$ cat config.mk
export PLATFORM = sky130hd
export DESIGN_NAME = reorder_buffer_flat
export DESIGN_NICKNAME = d
export VERILOG_FILES = /design/src/rtl/reorder_buffer_pkg.sv /design/src/rtl/reorder_buffer_if.sv /design/src/rtl/reorder_buffer.sv /design/src/flat_wrapper.sv
export SDC_FILE = /design/constraint.sdc
export NUM_CORES = 1
export LEC_CHECK = 0
export ABC_AREA = 1
export CAP_MARGIN = 5
export CORE_MARGIN = 2
export CORE_UTILIZATION = 35
export CTS_CLUSTER_SIZE = 30
export DETAILED_ROUTE_END_ITERATION = 6
export GPL_TIMING_DRIVEN = 0
export HOLD_SLACK_MARGIN = 0.12
export PLACE_DENSITY_LB_ADDON = 0.1
export SLEW_MARGIN = 5
export SYNTH_ARGS = -nofsm -noshare
export SYNTH_HDL_FRONTEND = slang
export SYNTH_SLANG_ARGS = --single-unit
$ cat constraint.sdc
create_clock -name clk -period 5.5 [get_ports clk]
set_clock_uncertainty 0.15 [all_clocks]
set_input_delay 1.1 -clock clk [delete_from_list [all_inputs] [get_ports clk]]
set_output_delay 1.1 -clock clk [all_outputs]
set_load 0.05 [all_outputs]
$ cat src/rtl/reorder_buffer_pkg.sv
// -----------------------------------------------------------------------------
// reorder_buffer_pkg
// Shared sizing for the reorder buffer and its users: default entry count and
// the physical register file sizes that set the widths of the freed-register
// addresses returned at commit.
// -----------------------------------------------------------------------------
package reorder_buffer_pkg;

  localparam int NUM_ROB_ENTRIES = 8;
  localparam int NUM_D_REG       = 32;
  localparam int NUM_S_REG       = 16;

  localparam int D_ADDR_W = $clog2(NUM_D_REG);
  localparam int S_ADDR_W = $clog2(NUM_S_REG);

  typedef logic [D_ADDR_W-1:0] d_reg_addr_t;
  typedef logic [S_ADDR_W-1:0] s_reg_addr_t;

endpackage

$ cat src/rtl/reorder_buffer_if.sv
// -----------------------------------------------------------------------------
// reorder_buffer_if
// Bundles the dispatch (allocate), completion, commit and status signals of the
// reorder buffer.
//   master : core side - drives flush, alloc_* requests and complete_* tags,
//            observes alloc_ready/alloc_rob_addr, commit_* and status.
//   slave  : the reorder buffer itself.
// Parameter L is the entry count and must match the attached reorder_buffer.
// -----------------------------------------------------------------------------
interface reorder_buffer_if
  import reorder_buffer_pkg::*;
#(
  parameter int L = NUM_ROB_ENTRIES
);

  localparam int TAG_W = $clog2(L);

  logic              flush;

  logic              alloc_valid;
  logic              alloc_ready;
  logic [TAG_W-1:0]  alloc_rob_addr;
  logic              alloc_write_dst;
  d_reg_addr_t       alloc_prev_rw_addr;
  logic              alloc_write_s;
  s_reg_addr_t       alloc_prev_rs_addr;

  logic              complete_valid;
  logic [TAG_W-1:0]  complete_rob_addr;

  logic              commit_valid;
  logic              commit_free_d;
  d_reg_addr_t       commit_free_d_addr;
  logic              commit_free_s;
  s_reg_addr_t       commit_free_s_addr;

  logic              empty;
  logic [TAG_W:0]    count;

  modport master (
    output flush,
    output alloc_valid, alloc_write_dst, alloc_prev_rw_addr,
    output alloc_write_s, alloc_prev_rs_addr,
    input  alloc_ready, alloc_rob_addr,
    output complete_valid, complete_rob_addr,
    input  commit_valid, commit_free_d, commit_free_d_addr,
    input  commit_free_s, commit_free_s_addr,
    input  empty, count
  );

  modport slave (
    input  flush,
    input  alloc_valid, alloc_write_dst, alloc_prev_rw_addr,
    input  alloc_write_s, alloc_prev_rs_addr,
    output alloc_ready, alloc_rob_addr,
    input  complete_valid, complete_rob_addr,
    output commit_valid, commit_free_d, commit_free_d_addr,
    output commit_free_s, commit_free_s_addr,
    output empty, count
  );

endinterface

$ cat src/rtl/reorder_buffer.sv
// -----------------------------------------------------------------------------
// reorder_buffer
// In-order retirement tracker. Dispatch allocates the entry at the tail and gets
// its tag back combinationally; completion marks an entry done by tag; the head
// entry retires (at most one per cycle) once done, handing its previous D/S
// physical mappings back to the free lists.
// Ports:
//   clk  - clock
//   rst  - synchronous active-high reset (same effect as flush)
//   rob  - reorder_buffer_if.slave: flush, alloc_*, complete_*, commit_*,
//          empty, count
// -----------------------------------------------------------------------------
module reorder_buffer
  import reorder_buffer_pkg::*;
#(
  parameter int L = NUM_ROB_ENTRIES
)(
  input  logic clk,
  input  logic rst,
  reorder_buffer_if.slave rob
);

  localparam int TAG_W = $clog2(L);
  localparam int CNT_W = TAG_W + 1;

  // Payload kept separately from valid/done so only the control bits are reset.
  typedef struct packed {
    logic        write_dst;
    d_reg_addr_t prev_rw_addr;
    logic        write_s;
    s_reg_addr_t prev_rs_addr;
  } rob_entry_t;

  logic [L-1:0]     r_valid;
  logic [L-1:0]     r_done;
  rob_entry_t       r_entry [L];
  logic [TAG_W-1:0] r_head;
  logic [TAG_W-1:0] r_tail;
  logic [CNT_W-1:0] r_count;

  logic       w_ready;
  logic       w_alloc;
  logic       w_complete;
  logic       w_commit;
  rob_entry_t w_head_entry;

  // Readiness ignores a same-cycle commit: a full buffer refuses dispatch even
  // while it retires, which keeps this off the commit timing path.
  assign w_ready      = (r_count != CNT_W'(L));
  assign w_alloc      = rob.alloc_valid & w_ready & ~rob.flush;
  assign w_complete   = rob.complete_valid & ~rob.flush & r_valid[rob.complete_rob_addr];
  assign w_head_entry = r_entry[r_head];
  assign w_commit     = r_valid[r_head] & r_done[r_head] & ~rob.flush;

  // Control state: pointers, occupancy and per-entry valid/done.
  always_ff @(posedge clk) begin
    if (rst || rob.flush) begin
      r_valid <= '0;
      r_done  <= '0;
      r_head  <= '0;
      r_tail  <= '0;
      r_count <= '0;
    end else begin
      // The tail slot is never valid while allocation is possible, so the
      // alloc write and a completion can never target the same entry.
      if (w_alloc) begin
        r_valid[r_tail] <= 1'b1;
        r_done[r_tail]  <= 1'b0;
        r_tail          <= r_tail + 1'b1;
      end
      if (w_complete) begin
        r_done[rob.complete_rob_addr] <= 1'b1;
      end
      if (w_commit) begin
        r_valid[r_head] <= 1'b0;
        r_head          <= r_head + 1'b1;
      end
      r_count <= r_count + CNT_W'(w_alloc) - CNT_W'(w_commit);
    end
  end

  // Payload capture at allocation; contents of invalid slots are don't-care.
  always_ff @(posedge clk) begin
    if (w_alloc) begin
      r_entry[r_tail] <= '{write_dst:    rob.alloc_write_dst,
                           prev_rw_addr: rob.alloc_prev_rw_addr,
                           write_s:      rob.alloc_write_s,
                           prev_rs_addr: rob.alloc_prev_rs_addr};
    end
  end

  assign rob.alloc_ready    = w_ready;
  assign rob.alloc_rob_addr = r_tail;
  assign rob.empty          = (r_count == '0);
  assign rob.count          = r_count;

  // Addresses are forced to zero outside a commit so the unreset payload never
  // shows on the outputs.
  assign rob.commit_valid       = w_commit;
  assign rob.commit_free_d      = w_commit & w_head_entry.write_dst;
  assign rob.commit_free_d_addr = w_commit ? w_head_entry.prev_rw_addr : '0;
  assign rob.commit_free_s      = w_commit & w_head_entry.write_s;
  assign rob.commit_free_s_addr = w_commit ? w_head_entry.prev_rs_addr : '0;

endmodule

$ cat src/flat_wrapper.sv
// flat-port wrapper written by rule: the top's interface ports become plain ports
module reorder_buffer_flat import reorder_buffer_pkg::*;
#(
  parameter int L = NUM_ROB_ENTRIES
)
  (clk, rst, rob_flush, rob_alloc_valid, rob_alloc_write_dst, rob_alloc_prev_rw_addr, rob_alloc_write_s, rob_alloc_prev_rs_addr, rob_alloc_ready, rob_alloc_rob_addr, rob_complete_valid, rob_complete_rob_addr, rob_commit_valid, rob_commit_free_d, rob_commit_free_d_addr, rob_commit_free_s, rob_commit_free_s_addr, rob_empty, rob_count);
  reorder_buffer_if #(.L(L)) rob_i ();
  input  logic clk;
  input  logic rst;
  input wire logic [$bits(rob_i.flush)-1:0] rob_flush;
  input wire logic [$bits(rob_i.alloc_valid)-1:0] rob_alloc_valid;
  input wire logic [$bits(rob_i.alloc_write_dst)-1:0] rob_alloc_write_dst;
  input wire logic [$bits(rob_i.alloc_prev_rw_addr)-1:0] rob_alloc_prev_rw_addr;
  input wire logic [$bits(rob_i.alloc_write_s)-1:0] rob_alloc_write_s;
  input wire logic [$bits(rob_i.alloc_prev_rs_addr)-1:0] rob_alloc_prev_rs_addr;
  output wire logic [$bits(rob_i.alloc_ready)-1:0] rob_alloc_ready;
  output wire logic [$bits(rob_i.alloc_rob_addr)-1:0] rob_alloc_rob_addr;
  input wire logic [$bits(rob_i.complete_valid)-1:0] rob_complete_valid;
  input wire logic [$bits(rob_i.complete_rob_addr)-1:0] rob_complete_rob_addr;
  output wire logic [$bits(rob_i.commit_valid)-1:0] rob_commit_valid;
  output wire logic [$bits(rob_i.commit_free_d)-1:0] rob_commit_free_d;
  output wire logic [$bits(rob_i.commit_free_d_addr)-1:0] rob_commit_free_d_addr;
  output wire logic [$bits(rob_i.commit_free_s)-1:0] rob_commit_free_s;
  output wire logic [$bits(rob_i.commit_free_s_addr)-1:0] rob_commit_free_s_addr;
  output wire logic [$bits(rob_i.empty)-1:0] rob_empty;
  output wire logic [$bits(rob_i.count)-1:0] rob_count;
  assign rob_i.flush = rob_flush;
  assign rob_i.alloc_valid = rob_alloc_valid;
  assign rob_i.alloc_write_dst = rob_alloc_write_dst;
  assign rob_i.alloc_prev_rw_addr = rob_alloc_prev_rw_addr;
  assign rob_i.alloc_write_s = rob_alloc_write_s;
  assign rob_i.alloc_prev_rs_addr = rob_alloc_prev_rs_addr;
  assign rob_alloc_ready = rob_i.alloc_ready;
  assign rob_alloc_rob_addr = rob_i.alloc_rob_addr;
  assign rob_i.complete_valid = rob_complete_valid;
  assign rob_i.complete_rob_addr = rob_complete_rob_addr;
  assign rob_commit_valid = rob_i.commit_valid;
  assign rob_commit_free_d = rob_i.commit_free_d;
  assign rob_commit_free_d_addr = rob_i.commit_free_d_addr;
  assign rob_commit_free_s = rob_i.commit_free_s;
  assign rob_commit_free_s_addr = rob_i.commit_free_s_addr;
  assign rob_empty = rob_i.empty;
  assign rob_count = rob_i.count;
  reorder_buffer #(.L(L)) u_core (.clk(clk), .rst(rst), .rob(rob_i));
endmodule
== Yosys cells after proc, flatten, opt, wreduce, memory -nomap -nowiden ==
Memories as Yosys holds them, arrays and structs flattened. A register that Yosys moved wholly into a read port is not among the register bits.
Index checks and enable logic that the tools add are counted.

* Output and inout port bits: 21
* RAM bits: 88
* Flip-flop bits (word level): 26
* Memories kept: 1
* Logic and storage cells: 61

* Eq/ne operators: 1
* $add $sub $neg: 4
* Bitwise operators: 15
* Mux-type cells: 24
* Reductions and logical operators: 5
* $lt $le $gt $ge: 6

{| class="wikitable"
|+ Memories
! memory !! depth !! width !! rd ports !! clocked after memory_dff !! write ports !! line !! RTL
|-
| u_core.r_entry || 8 || 11 || 1 || 1 || 1 || reorder_buffer.sv:36 || <nowiki>rob_entry_t r_entry [L];</nowiki>
|}

{| class="wikitable"
|+ Operators with widths
! kind !! number
|-
| 8-bit two-way mux || 6
|-
| 8-bit AND || 2
|-
| 8-bit inverter || 2
|-
| 8-bit bitwise OR || 2
|-
| 3-bit by 4-bit less-than comparator with 1-bit output (second input constant) || 3
|-
| 1-bit binary-select mux with 3-bit select || 3
|-
| 1-bit demux with 3-bit select || 3
|-
| 3-bit by 1-bit greater-or-equal comparator with 1-bit output (second input constant) || 3
|-
| 1-bit AND || 8
|-
| 1-bit two-way mux || 8
|-
| 3-bit by 1-bit adder with 3-bit output (second input constant) || 2
|-
| 3-bit two-way mux || 2
|-
| 5-bit two-way mux || 1
|-
| 4-bit by 1-bit adder with 4-bit output || 1
|-
| 4-bit zero test || 1
|-
| 4-bit two-way mux || 1
|-
| 4-bit inequality test (second input constant) || 1
|-
| 4-bit by 1-bit subtractor with 4-bit output || 1
|-
| 1-bit logical AND || 3
|-
| 1-bit logical OR || 1
|-
| 1-bit inverter || 1
|}

== Longest topological paths before layout ==
Gate-level depths: netlist of the first run.

* Depth after elaboration: 10
* Gate-level depth with buffers: 16
* Depth with buffers taken out: 15

== Least setup slack after synthesis of the first run ==
No wires, ideal clock.

* Kind: input to output
* Start point: input rob_flush
* End point: output rob_commit_free_d
* Data arrival time: 2.074 ns
* Required time: 4.250 ns
* Path slack: 2.176 ns
* Stages: 4
* Cells stage by stage: inv_2 > nand3_4 > buf_6 > nor2_1

* Longest elaborated chain between the ends: 3

{| class="wikitable"
|+ Ends and longest elaborated chain
! what !! line !! RTL
|-
| from (decl) || flat_wrapper.sv:10 || <nowiki>input wire logic [$bits(rob_i.flush)-1:0] rob_flush;</nowiki>
|-
| 1-bit inverter || reorder_buffer.sv:53 || <nowiki>assign w_commit = r_valid[r_head] & r_done[r_head] & ~rob.flush;</nowiki>
|-
| 1-bit AND || reorder_buffer.sv:53 ||
|-
| 1-bit AND || reorder_buffer.sv:100 || <nowiki>assign rob.commit_free_d = w_commit & w_head_entry.write_dst;</nowiki>
|-
| to (decl) || flat_wrapper.sv:21 || <nowiki>output wire logic [$bits(rob_i.commit_free_d)-1:0] rob_commit_free_d;</nowiki>
|}

Every way passes these cells.

== Worst setup path after layout of the first run ==
* Start point: input rob_flush
* End point: output rob_commit_free_d_addr[4]

* Longest elaborated chain between the ends: 3

{| class="wikitable"
|+ Ends and longest elaborated chain
! what !! line !! RTL
|-
| 1-bit inverter || reorder_buffer.sv:53 ||
|-
| 1-bit AND || reorder_buffer.sv:53 ||
|-
| 5-bit two-way mux || reorder_buffer.sv:101 || <nowiki>assign rob.commit_free_d_addr = w_commit ? w_head_entry.prev_rw_addr : '0;</nowiki>
|-
| to (decl) || flat_wrapper.sv:22 || <nowiki>output wire logic [$bits(rob_i.commit_free_d_addr)-1:0] rob_commit_free_d_addr;</nowiki>
|}

Every way passes these cells.

==> summary.txt, run 1 <==
Yosys
  • Sequential area share after synthesis: a little over three fifths
  • Ranking of synthesized cells by area: edfxtp_1, dfxtp_1, nand2_1
  • Count of cell types in the netlist: 29
  • Yosys warns: 0
  • Post-Syn Nets: about 530
  • Netlist Area Pre-Place: 5140 µm²
  • Syn Area/Cell: approximately 10 µm²
  • Syn Inst Count: around 500
  • Register bit total from synthesis: approximately 120
  • Yosys top cell area share: slightly above 50%
  • Cell taking the most area after synthesis: edfxtp_1

Clock tree
  • Post-CTS Setup Bufs: 0
  • CTS sink cnt: between 100 and 150
  • Clk buf depth: 2
  • Resized cells post-CTS: 0
  • CTS tree: yes
  • CTS Root Cell: clkbuf_16
  • H-tree depth: 4
  • Clock Latency Late Sink: ~0.41 ns
  • Cts hold-fix bufs: 0
  • Cts bufs inserted: 17
  • Reg clk slew, reported paths: about 0.06 ns

Global routing
  • Largest net degree at the start of global routing: 17
  • Vias in the first global route: ~3800
  • Initial antenna violation count: 0
  • Total GRT Usage: between 10% and 20%
  • First-pass GRT wire length: 21000 µm
  • Gr ovfl total: 0

Finish
  • Area delta synth->final: 26.3%
  • Fin nets: just under 600
  • Antenna diodes: 0
  • Final non-filler cell total: ~760
  • # fillers: roughly 1400
  • Share of cells above drive strength 1: between 10% and 20%

Pwr
  • Max VDD drop: 0.000189 V
  • Pwr per Cell Area: between 300 and 400 nW/µm²
  • Static leakage: between 2 and 2.5 nW

STA
  • Slew HR: 31.5%
  • Setup_tns: 0 ns
  • RSZ-0062 raised after global routing: no
  • Period utilisation layout: 79.1%
  • Tmin final: 4.35 ns
  • Worst Max-Slew Pin Slew: a little over 1 ns
  • Max Fclk: 230 MHz
  • Final setup violating endpoints: 0
  • Final Max Tran Viols: 0
  • Final hold violation count: 0

Floorplan
  • Die Area: 15700 µm²
  • Die height: 125 µm
  • Starting Density: between 30% and 40%
  • Row cnt: between 40 and 50
  • Core Area: 14400 µm²
  • Die extent in x: 125 µm
  • I/O Pins: 40

Worst setup path
  • Top delay family on crit path: buffers and inverters
  • CP Launch Type: input pin
  • R2r startpoint: u_core.r_head[0]
  • Slowest stage delay, CP: ~0.8 ns
  • Critical path cell sequence: clkdlybuf4s50_1 -> inv_2 -> nand3_4 -> buf_6 -> nor2_1 -> clkdlybuf4s50_1
  • Most used cell along the critical path: clkdlybuf4s50_1
  • Crit Reg-Reg Endpoint: u_core.rob.count[2]
  • Critical path data required time: between 4 and 5 ns
  • Worst reg2reg path depth: 15
  • Crit end category: primary output
  • Buf/Inv on CP: 4
  • WS Path Type: in -> out
  • CP max stage cell: clkdlybuf4s50_1
  • Crit-path max FO: 10
  • CP startpoint: rob_flush
  • Worst path arrival time: roughly 3.1 ns
  • R2R Setup Slk: about 2.6 ns

Min path
  • Min-delay worst type: reg -> reg
  • Hold Path Origin: u_core.r_done[5]
  • Hold depth: 3
  • Worst hold endpoint: u_core.r_done[5]

Route
  • Final ANT Viol Nets: 0
  • Vias: ~3800
  • DRC errors left: 0
  • DR iter-0 viols: between 200 and 250
  • Post-DR wirelength/cell: 17.5 µm
  • First-pass iteration count of the detailed router: 4
  • Routed WL: 13300 µm
  • Via/cell ratio: about 4.9

Place
  • Number of port buffers: 39
  • Placed cells: 732
  • RD Place Congestion: 0.822
  • Detailed Place HPWL: 9090 µm

Run
  • Maxcap violations: 0

Outcome
  • Status: finished clean
logic make-up (layout without fill, tap and decap cells):
| group | after synthesis | count (layout) | synth area share, % |
|---|---|---|---|
| buf+inv | 77 | 157 | 6.06 |
| simple gates | 212 | 212 | 18.0 |
| mux | 11 | 11 | 2.14 |
| compound gates | 71 | 71 | 8.51 |
| fa+ha+maj | 9 | 9 | 2.33 |
| xor+xnor | 2 | 2 | 0.341 |
| flops | 117 | 117 | 62.6 |
cell usage in the layout (no fill, tap or decap), types with 8 or more instances in the layout:
cell,instances
a21oi_1,38
a32oi_1,22
clkbuf_16,17
buf_6,8
edfxtp_1,88
clkbuf_1,16
clkdlybuf4s50_1,39
inv_1,50
mux2i_1,11
nand2_1,118
nor2_1,37
nand3_1,22
dfxtp_1,29
nor3_1,8
ha_1,8
o21ai_0,11
worst max path at each step:
stage / cells past startpoint / to
2_1_floorplan: 4 / rob_commit_free_d
3_3_place_gp: 7 / u_core.r_done[7]
3_5_place_dp: 6 / rob_commit_free_d_addr[4]
4_1_cts: 6 / rob_commit_free_d_addr[4]
5_1_grt: 8 / rob_commit_free_d_addr[1]
6_report: 6 / rob_commit_free_d_addr[4]
Yosys cell counts (all sizes together):
cell type	count
a21oi	38
a32oi	22
buf	8
clkbuf	14
clkinv	2
dfxtp	29
edfxtp	88
fa	1
ha	8
inv	53
mux2i	11
nand2	119
nand3	23
nand3b	1
nand4	4
nor2	40
nor3	16
nor3b	1
o21ai	11
or2	8
xor2	2
metrics by stage:
stage	hold WS [ns]	instance area (µm²)	setup slack, ns	power, mW	util [%]
final	0.396	6500	1.15	2.14	45.1
after global routing	0.416	6500	1.02	2.21	45.1
after CTS	0.394	6500	1.11	2.15	45.1
after detailed placement	0.383	5900	1.11	1.04	40.9
after global placement	0.378	5770	0.788	1.04	40.0
after floorplan	0.363	5140	2.18	1.01	-
power by group:
part / internal [mW] / switching, mW / leakage, nW
clock: 0.746 / 0.371 / 0.285
sequential: 0.957 / 0.00306 / 1.03
combinational: 0.0239 / 0.0407 / 1.11
cell type report:
type	instances	area [µm²]	share of cell area [%]
sequential	117	3220	49.6
multi-input combinational	305	1650	25.4
timing repair buffer	49	488	7.51
clock buffer	19	433	6.66
tap	184	230	3.54
inverter	55	206	3.18
clock inverter	12	161	2.48
buffer	22	105	1.62
routing by layer:
metal / vias to the layer above / track usage (%) / wire (µm)
met1: 1788 / 22.7 / 5900
met5: - / 0 / 0
li1: 1854 / - / -
met2: 104 / 29.3 / 6420
met3: 26 / 3.85 / 680
met4: 0 / 8.24 / 318
sequential cells by signal (all words and copies together) (netlist names), named ones only:
signal	cells
u_core.r_head	3
u_core.r_valid	8
u_core.rob.alloc_rob_addr	3
u_core.r_done	8
u_core.r_entry	88
u_core.rob.count	4
worst min-delay path: cells and delay by family, from the launching register on:
kind / cells / cell delay [ns]
compound gates: 1 / 0.06
buf+inv: 1 / 0.05
simple gates: 1 / 0.09
flops: 1 / 0.29
No activity file was read; power rests on OpenSTA's default activity.
==> run 2: changes to the inputs <==
==> constraint.sdc (replaced) <==
create_clock -name clk -period 3.53 [get_ports clk]
set_clock_uncertainty 0.15 [all_clocks]
set_input_delay 0.706 -clock clk [delete_from_list [all_inputs] [get_ports clk]]
set_output_delay 0.706 -clock clk [all_outputs]
set_load 0.05 [all_outputs]
==> summary.txt, run 2 (synthesized netlist as in run 1, its figures left out) <==
Outcome
  • Status: finished clean

Route
  • Vias: 3761
  • DR iter-0 viols: about 270
  • DRC errors left: 0
  • Via/cell ratio: 4.93
  • Post-DR wirelength/cell: around 17 µm
  • First-pass iteration count of the detailed router: 4
  • Routed WL: 13200 µm
  • Final ANT Viol Nets: 0

Worst setup path
  • R2R Setup Slk: 0.65 ns
  • CP Launch Type: flop
  • Worst path arrival time: roughly 2.5 ns
  • Crit-path max FO: 10
  • Slowest stage delay, CP: between 0.5 and 0.6 ns
  • WS Path Type: reg -> out
  • Crit end category: primary output
  • Critical path data required time: roughly 2.7 ns
  • Critical path cell sequence: inv_1 -> nor2_2 -> nand3_1 -> nand2_1 -> inv_1 -> nand2_1 -> nand3_4 -> buf_6 -> nor2_1 -> dlygate4sd2_1
  • CP max stage cell: dlygate4sd2_1

Floorplan
  • Die Area: ~16000 µm²
  • Row cnt: between 40 and 50
  • Die extent in x: ~130 µm
  • Die height: ~130 µm
  • Core Area: 14400 µm²
  • Starting Density: a little over a third
  • I/O Pins: 40

STA
  • Setup_tns: 0 ns
  • Worst Max-Slew Pin Slew: just over 1 ns
  • Slew HR: a little under a third
  • Final hold violation count: 0
  • RSZ-0062 raised after global routing: no
  • Final setup violating endpoints: 0
  • Period utilisation layout: 95.1%
  • Final Max Tran Viols: 0
  • Max Fclk: 298 MHz
  • Tmin final: roughly 3.4 ns

Clock tree
  • CTS tree: yes
  • Cts bufs inserted: 17
  • Post-CTS Setup Bufs: 0
  • CTS sink cnt: ~120
  • Clock Latency Late Sink: 0.41 ns
  • Clk buf depth: 2
  • Reg clk slew, reported paths: 0.05 ns
  • CTS Root Cell: clkbuf_16
  • H-tree depth: 4

Place
  • Placed cells: about 730
  • Number of port buffers: 39
  • Cell Area, Placed: 5900 µm²
  • RD Place Congestion: 0.822
  • Detailed Place HPWL: slightly above 9000 µm

Finish
  • Final non-filler cell total: 763
  • Area delta synth->final: 26.3%
  • Biggest register: u_core.r_entry
  • Commonest cells after routing, fill and taps aside: nand2_1, edfxtp_1, inv_1
  • Max FFs per register: between 80 and 90
  • Share of cells above drive strength 1: about 12%
  • Commonest non-fill, non-tap cell in the layout: nand2_1
  • Antenna diodes: 0
  • Biggest regs: u_core.r_entry: 88 flops, u_core.r_done: 8 flops, u_core.r_valid: 8 flops
  • Post-Layout Inst Area: approximately 6500 µm²
  • Fin nets: about 600

Pwr
  • Total power: about 3.3 mW
  • Static leakage: 2.52 nW
  • Pwr per Cell Area: slightly above 500 nW/µm²
  • Max VDD drop: around 0.00029 V

Run
  • Maxcap violations: 0

Global routing
  • Vias in the first global route: approximately 3800
  • Gr ovfl total: 0
  • First-pass GRT wire length: approximately 21000 µm
  • Initial antenna violation count: 0
  • Largest net degree at the start of global routing: 17
  • Total GRT Usage: approximately 18%

Min path
  • Min-delay worst type: reg -> reg
## run 2: changes by cell type in the layout (fill, tap and decap cells not counted), sizes merged
cell | previous run | this run
dlymetal6s2s | 0 | 1
dlygate4sd2 | 0 | 9
clkbuf | 33 | 34
clkdlybuf4s15 | 0 | 1
clkdlybuf4s50 | 39 | 27
## run 2: repair_timing
action                     in CTS  in global routing
gates cloned                    0                  0
hold buffers                    0                  0
resized for setup              21                  4
pin swaps                       0                  0
setup endpoints to repair      11                  3
## run 2: layer usage
layer / GRT usage, % / share of wire (%) / up-vias / wire length (µm)
met2: 29.3 / 48 / 98 / 6390
li1: - / - / 1851 / -
met5: 0 / 0 / - / 0
met4: 7.97 / 2.4 / 0 / 316
met3: 3.68 / 3.6 / 18 / 472
met1: 22.8 / 46 / 1794 / 6020
## run 2: critical path, delay by kind of cell, from the launching register on
| family | cells | cell delay (ns) |
|---|---|---|
| buf+inv | 4 | 0.87 |
| flops | 1 | 0.46 |
| simple gates | 6 | 0.76 |
## run 2: worst paths after layout
| kind | start | endpoint | cells after the start |
|---|---|---|---|
| worst max-delay path | u_core.r_head[1] | rob_commit_free_s_addr[1] | 10 |
| worst min-delay path | u_core.r_done[5] | u_core.r_done[5] | 3 |
| worst max register to register | u_core.r_head[0] | u_core.rob.count[2] | 15 |
| worst min register to register | u_core.r_done[5] | u_core.r_done[5] | 3 |
## run 2: cell type report
cell class	instances	area, µm²
Multi-Input combinational cell	305	1650
Fill cell	1396	7930
Timing Repair Buffer	49	474
Clock inverter	12	161
Tap cell	184	230
Inverter	55	206
Sequential cell	117	3220
Buffer	22	118
Clock buffer	19	433
## run 2: power breakdown
group / internal [mW] / total (mW) / switching, mW
logic: 0.0373 / 0.100 / 0.0629
clock network: 1.16 / 1.73 / 0.572
registers: 1.49 / 1.50 / 0.00474
## run 2: per-stage QoR
| step | hold WS, ns | setup slack, ns | utilization [%] |
|---|---|---|---|
| 5_1_grt | 0.416 | 0.00360 | 45.0 |
| 3_3_place_gp | 0.378 | -0.788 | 40.0 |
| 2_1_floorplan | 0.363 | 0.378 | - |
| 6_report | 0.395 | 0.173 | 45.0 |
| 3_5_place_dp | 0.383 | -0.0758 | 40.9 |
| 4_1_cts | 0.394 | 0.0333 | 45.0 |
==> patch (config.mk and constraints of run 2) <==
The package constant `NUM_D_REG` goes from 32 to 64.
--- a/src/rtl/reorder_buffer_pkg.sv
+++ b/src/rtl/reorder_buffer_pkg.sv
@@ -7,7 +7,7 @@
 package reorder_buffer_pkg;
 
   localparam int NUM_ROB_ENTRIES = 8;
-  localparam int NUM_D_REG       = 32;
+  localparam int NUM_D_REG       = 64;
   localparam int NUM_S_REG       = 16;
 
   localparam int D_ADDR_W = $clog2(NUM_D_REG);
Interface: changed (resized rob_alloc_prev_rw_addr and rob_commit_free_d_addr); port bits go from 40 to 42. The function was not compared with the original's and may differ.
==> patch against run 2 <==
- wire length grew 9.6%
- sequential cell count grew 8
- count of clock-buffer cells in the layout shrank 2
- sequential share of layout area grew 0.91 points
- design area grew 5.5%
- area after synthesis rose by 6.5%
- first-iteration DRC count decreased by 7.9%
- worst setup slack worse by 0.012 ns
- total power up 2.2%
- register-to-register slack better by 0.15 ns
- worst hold slack got worse by 0.0093 ns
- critical path type unchanged
- largest cell class unchanged
==> patch: results (changes against run 2) <==
| Metric | Value |
|---|---|
| CTS buffer count | `17 (unchanged)` |
| Crit-path max cell delay | `0.53 ns (about the same)` |
| Routed vias/inst | `4.794 (-2.7%)` |
| Post-DP Area | `6299 um2 (+6.7%)` |
| Post-CTS Setup Inserts | `0 (unchanged)` |
| Top flop regs | `u_core.r_entry x96, u_core.r_done x8, u_core.r_valid x8` |
| Per-cell routed wire length | `17.83 um (+3.1%)` |
| Pleak | `2.612 nW (+3.5%)` |
| Number of distinct library cells after synthesis | `29 (unchanged)` |
| Family with the most delay on the worst path | `buffers and inverters` |
| Outcome | `complete, no violations` |
| Post-DP HPWL | `9549 um (+5.0%)` |
| First-pass GRT wire length | `22,480 um (+7.2%)` |
| # fillers | `1,437 (+2.9%)` |
| Number of synthesized flops with an enable pin | `96 (+9.1%)` |
| Warnings, synthesis | `0 (unchanged)` |
| I/O Buffers | `41 (+5.1%)` |
| Async set or reset register ratio after synthesis | `0% (unchanged)` |
| Inst Count DP | `781 (+6.7%)` |
| Pin count of the biggest net entering global routing | `17 (unchanged)` |
| GP Congestion | `0.8040 (-2.2%)` |
| Vias in the first global route | `3,953 (+3.5%)` |
| GRT Total Usage | `18.64% (+0.82 points)` |
| DR iter-0 viols | `244 (-7.9%)` |
| Critical path fanouts, max | `10 (unchanged)` |
| Synth top area cells | `edfxtp_1 53%, dfxtp_1 11%, nand2_1 8.5%` |
| Commonest cells post-synth | `124 x nand2_1, 96 x edfxtp_1, 50 x inv_1, 40 x a21oi_1, 29 x dfxtp_1` |
| Multi-input gate area | `1735 um2 (+5.1%)` |
| Mapped Cells | `520 (+4.2%)` |
| Seq/Total Area, Yosys | `63.23% (+0.58 points)` |
| Post-route insts no fill | `811 (+6.3%)` |
| WP data arrival | `2.51 ns (about the same)` |
| Mapped Nets | `549 (+4.2%)` |
| Share of cells above drive strength 1 | `14.33% (+1.9 points)` |
| DP Worst Slack | `-0.03607 ns (+0.03978 ns)` |
| Peak supply drop | `0.3117 mV (+7.8%)` |
| Layout net count | `618 (+3.9%)` |
| Relative slew slack | `40.07% (+9.2 points)` |
## patch: tightest hold or removal path, stage by stage (launching register included)
cell and delay (ns):
dfxtp_1 0.35, inv_1 0.08, a21oi_1 0.05
## patch: final timing paths
check	startpoint	end	slack, ns	depth (start not counted)
max	u_core.r_head[0]	rob_commit_free_d_addr[1]	0.16	11
min	u_core.rob.alloc_rob_addr[1]	u_core.rob.alloc_rob_addr[1]	0.39	2
max reg2reg	u_core.r_head[0]	u_core.rob.count[2]	0.80	16
min reg2reg	u_core.rob.alloc_rob_addr[1]	u_core.rob.alloc_rob_addr[1]	0.39	2
## patch: logic make-up after synthesis
group                      Yosys count  share of synthesized area (%)
and+or+nand+nor                    219                          17.73
adders and majority gates            9                          2.193
AOI/OAI and AO/OA                   75                          8.497
muxes                               12                          2.193
buffers and inverters               78                          5.847
xor gates and xnor gates             2                         0.3198
DFF                                125                          63.23
## patch: where the power goes
group          switching (W)  internal, W  total (W)  leakage, nW
sequential        0.00000484      0.00160    0.00160         1.10
clock               0.000605      0.00109    0.00170        0.283
combinational      0.0000659    0.0000389   0.000105         1.23
## patch: timing repair
item                                    4_1_cts  5_1_grt
hold buffers                                  0        0
resized for setup                            15       13
endpoints found under the setup margin       12        9
## patch: area by class of cell
cell class	count	area share [%]
inverters	55	3.011
multi-input cells	317	25.31
plain buffers	23	1.715
clock buffers	17	6.204
clock inverters	13	2.208
flip-flops and latches	125	50.51
well taps	211	3.850
repair buffers	50	7.190
## patch: layer usage
layer / wire (um) / up-vias / GRT usage [%]
li1: - / 1935 / -
met1: 6466 / 1840 / 23.25
met2: 7118 / 95 / 31.33
met3: 632 / 18 / 4.418
met4: 244 / 0 / 7.481
met5: 0 / - / 0
